--- config.mk ---
export PLATFORM = sky130hd
export DESIGN_NAME = spr_serial_out
export DESIGN_NICKNAME = d
export VERILOG_FILES = /design/src/rtl/spr_io_pkg.sv /design/src/rtl/clk_div_tick.sv /design/src/rtl/spr_serial_out.sv
export SDC_FILE = /design/constraint.sdc
export NUM_CORES = 1
export LEC_CHECK = 0
export ABC_CLOCK_PERIOD_IN_PS = 2800
export CORE_MARGIN = 8
export CORE_UTILIZATION = 38
export DETAILED_ROUTE_END_ITERATION = 8
export PLACE_DENSITY_LB_ADDON = 0.08
export SYNTH_ARGS = -nofsm -noshare
export SYNTH_HDL_FRONTEND = slang
export SYNTH_SLANG_ARGS = --single-unit
--- constraint.sdc ---
create_clock -name clk -period 2.8 [get_ports clk]
set_input_delay 0.84 -clock clk [delete_from_list [all_inputs] [get_ports clk]]
set_output_delay 0.84 -clock clk [all_outputs]
set_load 0.03 [all_outputs]
--- src/rtl/spr_io_pkg.sv ---
`default_nettype none
// ============================================================================
// Module   : spr_io_pkg
// Brief    : Shared state encoding, SPR status bit indices and timing default
// Revision : 1.0
// ============================================================================
package spr_io_pkg;

    typedef logic [1:0] state_t;

    localparam state_t ST_IDLE     = 2'd0;
    localparam state_t ST_SHIFT_LO = 2'd1;
    localparam state_t ST_SHIFT_HI = 2'd2;
    localparam state_t ST_LATCH    = 2'd3;

    localparam int STAT_BUSY = 0;
    localparam int STAT_PEND = 1;
    localparam int STAT_OVR  = 2;

    localparam int DEF_CLK_DIV = 25;

endpackage
`default_nettype wire

--- src/rtl/clk_div_tick.sv ---
`default_nettype none
// ============================================================================
// Module   : clk_div_tick
// Brief    : Clearable 0..CLK_DIV-1 counter with a one-cycle terminal tick
// Revision : 1.0
// ============================================================================
module clk_div_tick
    import spr_io_pkg::*;
#(
    parameter int CLK_DIV = DEF_CLK_DIV
) (
    input  logic clk,
    input  logic rst_n,
    input  logic clr,
    output logic tick
);

    localparam int                CNT_W  = (CLK_DIV > 1) ? $clog2(CLK_DIV) : 1;
    localparam logic [CNT_W-1:0]  C_LAST = CNT_W'(CLK_DIV - 1);

    logic [CNT_W-1:0] r_cnt;

    assign tick = (r_cnt == C_LAST);

    always_ff @(posedge clk or negedge rst_n) begin
        if (!rst_n) begin
            r_cnt <= '0;
        end else if (clr || tick) begin
            r_cnt <= '0;
        end else begin
            r_cnt <= r_cnt + 1'b1;
        end
    end

endmodule
`default_nettype wire

--- src/rtl/spr_serial_out.sv ---
`default_nettype none
// ============================================================================
// Module   : spr_serial_out
// Brief    : CPU output SPR shifted MSB-first to a 74HC595 chain, with status
// Revision : 1.0
// ============================================================================
module spr_serial_out
    import spr_io_pkg::*;
#(
    parameter int DATA_W  = 32,
    parameter int CLK_DIV = DEF_CLK_DIV
) (
    input  logic        clk,
    input  logic        rst,
    input  logic [31:0] sprIn,
    input  logic        updateOutReg,
    input  logic        clrStatus,
    output logic [31:0] sprOut,
    output logic        serData,
    output logic        serClk,
    output logic        serLatch
);

    localparam int               BIT_W  = $clog2(DATA_W + 1);
    localparam logic [BIT_W-1:0] C_BITS = BIT_W'(DATA_W);
    localparam logic [BIT_W-1:0] C_ONE  = BIT_W'(1);

    logic [1:0]        r_rst_sync;
    logic              w_rst_n;

    state_t            r_state;
    state_t            w_state_nxt;
    logic [DATA_W-1:0] r_shift;
    logic [DATA_W-1:0] r_hold;
    logic [BIT_W-1:0]  r_bits;
    logic              r_ser_data;
    logic              r_ser_clk;
    logic              r_ser_latch;
    logic              r_busy;
    logic              r_pend;
    logic              r_ovr;

    logic              w_tick;
    logic              w_div_clr;
    logic              w_latch_done;
    logic              w_load;
    logic              w_load_hold;
    logic              w_hold_wr;
    logic              w_pend_nxt;
    logic              w_ovr_set;
    logic [DATA_W-1:0] w_load_data;
    logic [DATA_W-1:0] w_shifted;
    logic              w_unused_bits;

    assign w_unused_bits = ^sprIn;

    // Reset asserts asynchronously; its release is aligned to clk.
    always_ff @(posedge clk or negedge rst) begin
        if (!rst) begin
            r_rst_sync <= 2'b00;
        end else begin
            r_rst_sync <= {r_rst_sync[0], 1'b1};
        end
    end

    assign w_rst_n = r_rst_sync[1];

    clk_div_tick #(
        .CLK_DIV (CLK_DIV)
    ) u_div (
        .clk   (clk),
        .rst_n (w_rst_n),
        .clr   (w_div_clr),
        .tick  (w_tick)
    );

    assign w_div_clr    = (r_state == ST_IDLE) || (w_state_nxt != r_state);
    assign w_latch_done = (r_state == ST_LATCH) && w_tick;
    assign w_shifted    = r_shift << 1;
    assign w_load_data  = w_load_hold ? r_hold : sprIn[DATA_W-1:0];

    always_comb begin
        w_state_nxt = r_state;
        w_load      = 1'b0;
        w_load_hold = 1'b0;
        w_hold_wr   = 1'b0;
        w_pend_nxt  = r_pend;
        w_ovr_set   = 1'b0;

        case (r_state)
            ST_IDLE: begin
                if (updateOutReg) begin
                    w_state_nxt = ST_SHIFT_LO;
                    w_load      = 1'b1;
                end
            end
            ST_SHIFT_LO: begin
                if (w_tick) begin
                    w_state_nxt = ST_SHIFT_HI;
                end
            end
            ST_SHIFT_HI: begin
                if (w_tick) begin
                    w_state_nxt = (r_bits == C_ONE) ? ST_LATCH : ST_SHIFT_LO;
                end
            end
            ST_LATCH: begin
                if (w_tick) begin
                    // A write landing on the closing cycle beats any queued word.
                    if (updateOutReg) begin
                        w_state_nxt = ST_SHIFT_LO;
                        w_load      = 1'b1;
                        w_ovr_set   = r_pend;
                        w_pend_nxt  = 1'b0;
                    end else if (r_pend) begin
                        w_state_nxt = ST_SHIFT_LO;
                        w_load      = 1'b1;
                        w_load_hold = 1'b1;
                        w_pend_nxt  = 1'b0;
                    end else begin
                        w_state_nxt = ST_IDLE;
                    end
                end
            end
            default: begin
                w_state_nxt = ST_IDLE;
            end
        endcase

        if ((r_state != ST_IDLE) && updateOutReg && !w_latch_done) begin
            w_hold_wr  = 1'b1;
            w_pend_nxt = 1'b1;
            w_ovr_set  = r_pend;
        end
    end

    always_ff @(posedge clk or negedge w_rst_n) begin
        if (!w_rst_n) begin
            r_state     <= ST_IDLE;
            r_shift     <= '0;
            r_hold      <= '0;
            r_bits      <= '0;
            r_ser_data  <= 1'b0;
            r_ser_clk   <= 1'b0;
            r_ser_latch <= 1'b0;
            r_busy      <= 1'b0;
            r_pend      <= 1'b0;
            r_ovr       <= 1'b0;
        end else begin
            r_state     <= w_state_nxt;
            r_ser_clk   <= (w_state_nxt == ST_SHIFT_HI);
            r_ser_latch <= (w_state_nxt == ST_LATCH);
            r_busy      <= (w_state_nxt != ST_IDLE);
            r_pend      <= w_pend_nxt;

            if (w_load) begin
                r_shift    <= w_load_data;
                r_bits     <= C_BITS;
                r_ser_data <= w_load_data[DATA_W-1];
            end else if ((r_state == ST_SHIFT_HI) && w_tick) begin
                r_shift    <= w_shifted;
                r_bits     <= r_bits - 1'b1;
                r_ser_data <= (r_bits == C_ONE) ? 1'b0 : w_shifted[DATA_W-1];
            end

            if (w_hold_wr) begin
                r_hold <= sprIn[DATA_W-1:0];
            end

            if (w_ovr_set) begin
                r_ovr <= 1'b1;
            end else if (clrStatus) begin
                r_ovr <= 1'b0;
            end
        end
    end

    always_comb begin
        sprOut            = '0;
        sprOut[STAT_BUSY] = r_busy;
        sprOut[STAT_PEND] = r_pend;
        sprOut[STAT_OVR]  = r_ovr;
    end

    assign serData  = r_ser_data;
    assign serClk   = r_ser_clk;
    assign serLatch = r_ser_latch;

endmodule
`default_nettype wire

* Word level (Yosys, flattened, before mapping)
Index checks and enable logic that the tools add are counted.
Word-level totals: bits in registers 84, input bits 36, output and inout port bits 35, word-level logic and storage cells 72
Operators by class: $add $sub $neg 2, equality and inequality tests 8, muxes and demuxes 35, reduce and logical (&&, ||, !) cells 15
Operator list (count):
- $mux 31 | 2
- $mux 32 | 1
- $mux 1 | 22
- $mux 6 | 2
- $reduce_bool 2->1 | 6
- $mux 2 | 5
- $eq 2x2->1 const B | 4
- $pmux 2 s4 | 1
- $eq 6x1->1 const B | 1
- $sub 6x1->6 const B | 1
- $add 5x1->5 const B | 1
- $eq 5x5->1 const B | 1
- $mux 5 | 1
- $logic_and 1x1->1 | 4
- $eq 2x1->1 const B | 1
- $logic_not 2->1 | 1
- $logic_or 1x1->1 | 2
- $ne 2x2->1 | 1
- $pmux 1 s2 | 1
- $reduce_and 2->1 | 1
- $logic_not 1->1 | 1

* Longest topological paths before layout
Gate-level depths: netlist of run 1.
word-level depth 8, mapped depth 8, gate-level depth less buffers 6

* Hierarchy
From an unflattened synthesis of run 1, not the netlist that was laid out.
Second synthesis, totals: cell total of the unflattened synthesis 348, area, all modules 4534.3 um^2
By module, submodules not included:
- spr_serial_out | times used 1, cells each 325, area each 4239.1 um^2, sequential area each 1976.9 um^2
- clk_div_tick | times used 1, cells each 23, area each 295.3 um^2, sequential area each 125.1 um^2

* Least setup slack after synthesis of run 1
No wires, ideal clock.
path type reg2reg, start register r_state[1], end register r_hold[0], library setup time 0.125 ns, data arrival time 1.794 ns, data required time 2.675 ns, slack 0.881 ns, cell stages (with the launch flop) 9, buffers on the path 3, clock period less this slack 1.919 ns, path through dfrtp_1 inv_1 ha_1 clkbuf_1 inv_1 and3_1 buf_2 buf_6 mux2_4
On the way: cells in the longest elaborated chain, start to end 5, elaborated cells between the ends (all ways) 7, those cells by class eq/ne (1); mux (1); reduce/logical (5)
RTL lines:
- start: declaration | line spr_serial_out.sv:31 | state_t r_state;
- start signal: assignment | line spr_serial_out.sv:150 | r_state <= w_state_nxt;
- $eq 2x2->1 | line spr_serial_out.sv:78 | assign w_latch_done = (r_state == ST_LATCH) && w_tick;
- $logic_and 1x1->1 | line spr_serial_out.sv:78
- $logic_not 1->1 | line spr_serial_out.sv:130 | if ((r_state != ST_IDLE) && updateOutReg && !w_latch_done) begin
- $logic_and 1x1->1 (*) | line spr_serial_out.sv:130
- $mux 1 (*) | line spr_serial_out.sv:130
- end signal: assignment | line spr_serial_out.sv:167 | r_hold <= sprIn[DATA_W-1:0];
- end: declaration | line spr_serial_out.sv:34 | logic [DATA_W-1:0] r_hold;
Every way passes the cells marked *; elsewhere a longest branch is shown, timed or not. A chain may end at the register's enable or synchronous reset.

* Worst setup path in the final report of run 1
start register u_div.r_cnt[0], end register r_hold[6]
On the way: cells in the longest elaborated chain, start to end 5
RTL lines:
- start: declaration | line clk_div_tick.sv:21 | logic [CNT_W-1:0] r_cnt;
- start signal: assignment | line clk_div_tick.sv:31 | r_cnt <= r_cnt + 1'b1;
- $eq 5x5->1 | line clk_div_tick.sv:23 | assign tick = (r_cnt == C_LAST);
- $logic_and 1x1->1 | line spr_serial_out.sv:78
- $logic_not 1->1 | line spr_serial_out.sv:130
- $logic_and 1x1->1 | line spr_serial_out.sv:130
- $mux 1 | line spr_serial_out.sv:130
Every way passes these cells.

==> flow_summary.json, run 1 <==
{
  "outcome": "completed",
  "finalCritPeriodShare": 0.832,
  "total_leakage_power_uw": 0.00264,
  "design.core.area_um2": 11500,
  "dpl-instance-area_um2": 4900,
  "io_buffer_count": 41,
  "hold_viol": 0,
  "global_route.overflow_total": 0,
  "final.min_clock_period_ns": 2.33,
  "clockRootBuffer": "sky130_fd_sc_hd__clkbuf_16",
  "top_area_cells_in_the_synthesized_netlist": "sky130_fd_sc_hd__dfrtp_1, sky130_fd_sc_hd__mux2i_1, sky130_fd_sc_hd__mux2_4",
  "yosys.cell_types.count": 36,
  "most_frequent_cell_after_synthesis": "sky130_fd_sc_hd__mux2i_1",
  "cts.repair_timing.setup_buffer_count": 0,
  "placed_cells": 515,
  "vias_per_cell": 4.79,
  "slew_headroom": 0.286,
  "synth_enable_flop_cells": 0,
  "postCtsHoldBufs": 0,
  "postSynthCellCount": 347,
  "type_of_element_launching_the_critical_path": "flop",
  "pd_cells_nw_per_um2": 537,
  "detailed_routing_iterations_pass_1": 4,
  "cts_tree": "yes",
  "cts-buffers-inserted": 9,
  "grt_max_degree": 83,
  "drtIter0Drc": 119,
  "post_synth.cell_area_avg_um2": 12.9,
  "ios": 71,
  "place.gp.congestion": 0.716,
  "crit_arrival_ns": 2.54,
  "antenna_left": 0,
  "routed_wl_um": 8200,
  "area_delta_synth_final_pct": 16.3,
  "fin_tns_setup_ns": 0,
  "layout.cell_area.non_filler_um2": 5200,
  "synthFlopType": "sky130_fd_sc_hd__dfrtp_1",
  "insertion_delay_ns": 0.33,
  "path_clk_slew_ns": 0.06,
  "grt_pass1_vias": 2731,
  "crit_path_cell_trace": "inv_1 -> ha_1 -> and4b_1 -> nand2_1 -> and3_2 -> buf_12 -> mux2_1",
  "final_layout_size_suffix_gt1_frac": 0.142,
  "hpwlAfterDp_um": 5200,
  "dieArea_um2": 15500,
  "route.detailed.wl_per_inst_um": 15.4,
  "cts_num_sinks": 84,
  "fp.dieW_um": 124,
  "post-synth-top-area-cell": "sky130_fd_sc_hd__dfrtp_1",
  "worstHoldPathType": "flop to flop",
  "fp-row-count": 39,
  "yosysTopAreaCellShare": 0.470,
  "worstSetupPathType": "flop to flop",
  "design.final.nets": 427,
  "synth_async_sr_flop_share": 1.00,
  "ys_ff_latch": 84,
  "post_synth_most_frequent_cells": "sky130_fd_sc_hd__mux2i_1, sky130_fd_sc_hd__dfrtp_1, sky130_fd_sc_hd__buf_4",
  "grt_antenna_before_repair": 0,
  "max_freq_mhz": 429,
  "finClkSkew_ns": 0.0110,
  "final_cells": 531,
  "grtUsageTotal": 0.109,
  "req_time_crit_path_ns": 3.01,
  "htree_levels": 3,
  "grt_pass1_wl_um": 14000,
  "chipHeight_um": 124,
  "crit_path_top_delay_cell": "sky130_fd_sc_hd__and4b_1",
  "ctsLongestPathBuffers": 2,
  "finalSetupViolCount": 0,
  "critical_path.endpoint_type": "flop",
  "cts_resized": 0,
  "vias": 2541,
  "critPathMaxStageDelay_ns": 0.54,
  "setup_repair_after_global_routing_missed_its_margin": "false",
  "power.ir.vdd_worst_mv": 0.316,
  "max_cap_viols": 0,
  "max_slew.worst_pin.slew_ns": 1.07,
  "crit_fanout": 32,
  "ys.warnings.count": 0,
  "effective_utilization_at_floorplan": 0.390,
  "post_synth_instance_area_um2": 4470,
  "drc": 0,
  "final_max_slew_viol_count": 0,
  "sequential_to_total_area_share_from_yosys_stat": 0.470,
  "antennaDiodeCount": 0
}
[area by class of cell]
| class | instances | area [um^2] |
|---|---|---|
| well taps | 143 | 179 |
| clock inverters | 4 | 48.8 |
| flip-flops and latches | 84 | 2110 |
| inverters | 14 | 52.6 |
| clock buffers | 12 | 246 |
| fillers | 1067 | 6270 |
| multi-input cells | 228 | 2070 |
| repair buffers | 46 | 498 |
[path summary, 6_finish.rpt]
check                          startpoint            end  slack [ns]  depth (start not counted)
max                        u_div.r_cnt[0]      r_hold[6]        0.47                          7
min reg2reg                 r_rst_sync[0]  r_rst_sync[1]        0.35                          0
max reg2reg                u_div.r_cnt[0]      r_hold[6]        0.47                          7
min                         r_rst_sync[0]  r_rst_sync[1]        0.35                          0
max in group asynchronous   r_rst_sync[1]     r_state[1]        1.58                          0
min in group asynchronous   r_rst_sync[1]     r_hold[18]        0.54                          0
[kinds of logic (layout without fill, tap and decap cells)]
logic type,Yosys count,after routing,synth area share
multiplexers,127,127,0.318
flip-flops,84,84,0.470
buffers and inverters,63,76,0.0937
AND/OR/NAND/NOR,34,34,0.0392
AO/OA/AOI/OAI,21,21,0.0392
adder cells (fa/ha/maj),8,8,0.0224
XOR/XNOR,8,8,0.0157
other,2,30,0.00168
[layer usage]
layer  global-route usage  vias to the layer above  part of all wire
met5                    0                        -                 0
met4               0.0510                        0             0.015
met3               0.0272                        9             0.036
met2                0.163                       49              0.45
met1                0.143                     1252              0.50
li1                     -                     1231                 -
[per-stage QoR]
stage | worst slack (ns) | total power (uW) | hold slack, ns | util
3_5_place_dp | 0.338 | 1630 | 0.341 | 0.428
3_3_place_gp | 0.370 | 1630 | 0.344 | 0.428
6_report | 0.471 | 2790 | 0.354 | 0.453
4_1_cts | 0.443 | 2830 | 0.357 | 0.453
2_1_floorplan | 0.287 | 1570 | 0.331 | -
5_1_grt | 0.253 | 2910 | 0.367 | 0.453
[flip-flops by register name, summed over array words and instances, names as in the netlist, 2 cells and up]
name         count
r_rst_sync       2
u_div.r_cnt      5
r_hold          32
r_state          2
r_bits           6
r_shift         31
[worst max-delay path, delay by kind of cell, from the launching register on]
| family | cells | cell delay, ns |
|---|---|---|
| muxes | 1 | 0.33 |
| adders and majority gates | 1 | 0.16 |
| buffers and inverters | 2 | 0.27 |
| DFF | 1 | 0.41 |
| and+or+nand+nor | 3 | 1.04 |
[cell usage in the layout, fill, tap and decap left out, types with 4 or more instances in the layout]
master	count
sky130_fd_sc_hd__a211oi_1	6
sky130_fd_sc_hd__a21oi_1	6
sky130_fd_sc_hd__buf_12	4
sky130_fd_sc_hd__clkbuf_16	9
sky130_fd_sc_hd__clkdlybuf4s50_1	41
sky130_fd_sc_hd__conb_1	30
sky130_fd_sc_hd__dfrtp_1	83
sky130_fd_sc_hd__ha_1	8
sky130_fd_sc_hd__inv_1	14
sky130_fd_sc_hd__mux2_4	30
sky130_fd_sc_hd__mux2i_1	95
sky130_fd_sc_hd__nand2_1	6
sky130_fd_sc_hd__nand3_1	5
sky130_fd_sc_hd__nor2_1	10
sky130_fd_sc_hd__xor2_1	6
[power breakdown]
part | leakage [uW] | switching, uW | internal, uW
logic | 0.00152 | 117 | 143
clock network | 0.000147 | 471 | 715
registers | 0.000973 | 59.6 | 1290
Power figures use the tool's default switching activity.
==> run 2, diff against run 1 <==
--- a/config.mk
+++ b/config.mk
@@ -5,7 +5,7 @@
 export SDC_FILE = /design/constraint.sdc
 export NUM_CORES = 1
 export LEC_CHECK = 0
-export ABC_CLOCK_PERIOD_IN_PS = 2800
+export ABC_CLOCK_PERIOD_IN_PS = 2200
 export CORE_MARGIN = 8
 export CORE_UTILIZATION = 38
 export DETAILED_ROUTE_END_ITERATION = 8
==> constraint.sdc (replaced) <==
create_clock -name clk -period 2.2 [get_ports clk]
set_input_delay 0.66 -clock clk [delete_from_list [all_inputs] [get_ports clk]]
set_output_delay 0.66 -clock clk [all_outputs]
set_load 0.03 [all_outputs]
==> flow_summary.json, run 2 (same netlist as run 1, synthesis figures left out) <==
{
  "outcome": "completed",
  "postLayoutCoreUtil": 0.468,
  "design.final.nets": 435,
  "whs_ns": 0.345,
  "grt_pass1_vias": 2830,
  "detailed_routing_iterations_pass_1": 4,
  "slew_headroom": 0.627,
  "max_cap_viols": 0,
  "worst-r2r-setup-slack_ns": 0.20,
  "final_cells": 539,
  "setup_repair_after_global_routing_missed_its_margin": "false",
  "chipHeight_um": 124,
  "grt_pass1_wl_um": 14200,
  "pd_cells_nw_per_um2": 711,
  "worstSetupPathType": "flop to output port",
  "routed_wl_um": 8210,
  "antennaDiodeCount": 0,
  "finClkSkew_ns": 0.00946,
  "ctsLongestPathBuffers": 2,
  "final_layout_size_suffix_gt1_frac": 0.162,
  "dr_wl_met3_um": 339,
  "insertion_delay_ns": 0.33,
  "clockRootBuffer": "sky130_fd_sc_hd__clkbuf_16",
  "vias_per_cell": 4.81,
  "max_freq_mhz": 489,
  "number_of_flip_flops_under_the_largest_register_name": 32,
  "most_common_library_cell_in_the_layout_ignoring_fill_and_taps": "sky130_fd_sc_hd__mux2i_1",
  "dieArea_um2": 15500,
  "layout.cell_area.non_filler_um2": 5370,
  "critPathBufInv": 1,
  "r2r.worst_path.cells": 8,
  "dpl-instance-area_um2": 5010,
  "worstHoldPathType": "flop to async pin",
  "finalSetupViolCount": 0,
  "io_buffer_count": 41,
  "path_clk_slew_ns": 0.06,
  "htree_levels": 3,
  "fp.dieW_um": 124,
  "place.gp.congestion": 0.727,
  "crit_fanout": 2,
  "grt_max_degree": 83,
  "crit_path_cell_trace": "clkdlybuf4s50_1",
  "drc": 0,
  "critPathMaxStageDelay_ns": 0.68,
  "top_signal_layer_used": "met4",
  "fin_tns_setup_ns": 0,
  "cts-buffers-inserted": 9,
  "met2WireLength_um": 3850,
  "type_of_element_launching_the_critical_path": "flop",
  "final.min_clock_period_ns": 2.04,
  "area_delta_synth_final_pct": 20.0,
  "placed_cells": 523,
  "biggestRegsByFlops": "r_hold (32), r_shift (31), r_bits (6)",
  "drtIter0Drc": 92,
  "fp-row-count": 39,
  "cts_tree": "yes",
  "total_leakage_power_uw": 0.00273,
  "design.core.area_um2": 11500,
  "wirelength_met1_um": 3980,
  "cts_num_sinks": 84,
  "max_slew.worst_pin.slew_ns": 0.557,
  "global_route.overflow_total": 0,
  "critical-path-top-delay-family": "buffers and inverters",
  "commonest_non_fill_non_tap_cells_in_the_layout": "sky130_fd_sc_hd__mux2i_1, sky130_fd_sc_hd__dfrtp_1, sky130_fd_sc_hd__clkdlybuf4s50_1, sky130_fd_sc_hd__mux2_4, sky130_fd_sc_hd__conb_1",
  "crit_path_top_delay_cell": "sky130_fd_sc_hd__clkdlybuf4s50_1",
  "antenna_left": 0,
  "route.detailed.wl_per_inst_um": 15.2,
  "timing.rr.start": "u_div.r_cnt[0]",
  "ios": 71,
  "rr_endpoint": "r_shift[5]",
  "grtUsageTotal": 0.111,
  "power.ir.vdd_worst_mv": 0.399,
  "effective_utilization_at_floorplan": 0.390,
  "crit_arrival_ns": 1.38,
  "biggest_register": "r_hold",
  "grt_antenna_before_repair": 0,
  "hold_viol": 0,
  "hpwlAfterDp_um": 5480,
  "nFillCells": 1032,
  "req_time_crit_path_ns": 1.54,
  "final_max_slew_viol_count": 0,
  "vias": 2593,
  "finalCritPeriodShare": 0.929,
  "critical_path.endpoint_type": "output port"
}
-- run 2: worst register-to-register path, stage by stage, from the launching register on --
cell	delay (ns)
sky130_fd_sc_hd__dfrtp_1	0.40
sky130_fd_sc_hd__inv_1	0.07
sky130_fd_sc_hd__ha_1	0.16
sky130_fd_sc_hd__and4b_1	0.24
sky130_fd_sc_hd__buf_4	0.18
sky130_fd_sc_hd__nand4b_1	0.26
sky130_fd_sc_hd__buf_12	0.26
sky130_fd_sc_hd__mux2i_1	0.20
sky130_fd_sc_hd__mux2i_1	0.10
-- run 2: final cells by class --
cell class,instances,area (um^2),area share
inverter,14,52.6,0.00979
clock inverter,5,108,0.0200
timing repair buffer,54,611,0.114
sequential,84,2110,0.392
tap,143,179,0.0333
multi-input combinational,228,2070,0.386
clock buffer,11,243,0.0452
-- run 2: worst max path at each step --
stage,from,to,slack (ns),depth (start not counted)
floorplan,r_state[1],r_hold[0],0.28,8
global placement,updateOutReg,r_shift[5],0.02,5
detailed placement,updateOutReg,r_shift[5],0.03,5
CTS,r_pend,sprOut[1],0.01,1
global route,r_state[0],u_div.r_cnt[0],0.07,6
finish,serData,serData,0.16,1
-- run 2: metrics by stage --
stage	setup slack, ns	total power [uW]
6_report	0.156	3820
5_1_grt	0.0731	3980
4_1_cts	0.0123	3880
3_5_place_dp	0.0310	2090
3_3_place_gp	0.0189	2080
2_1_floorplan	0.281	2000
-- run 2: metal layers --
metal  up-vias  track usage
met3         2       0.0383
met2        48        0.171
li1       1245            -
met1      1298        0.142
met4         0       0.0361
met5         -            0
-- run 2: timing repair --
item                       in CTS  in global routing
hold endpoints to repair        0                  0
setup buffers                   0                  0
setup endpoints to repair       0                  1
hold buffers                    0                  0
gates resized for setup         0                  1
-- run 2: report_power, final --
group	switching [uW]	total, uW	internal, uW
combinational	178	369	191
sequential	49.7	1690	1640
clock	614	1760	1150
total	842	3820	2980
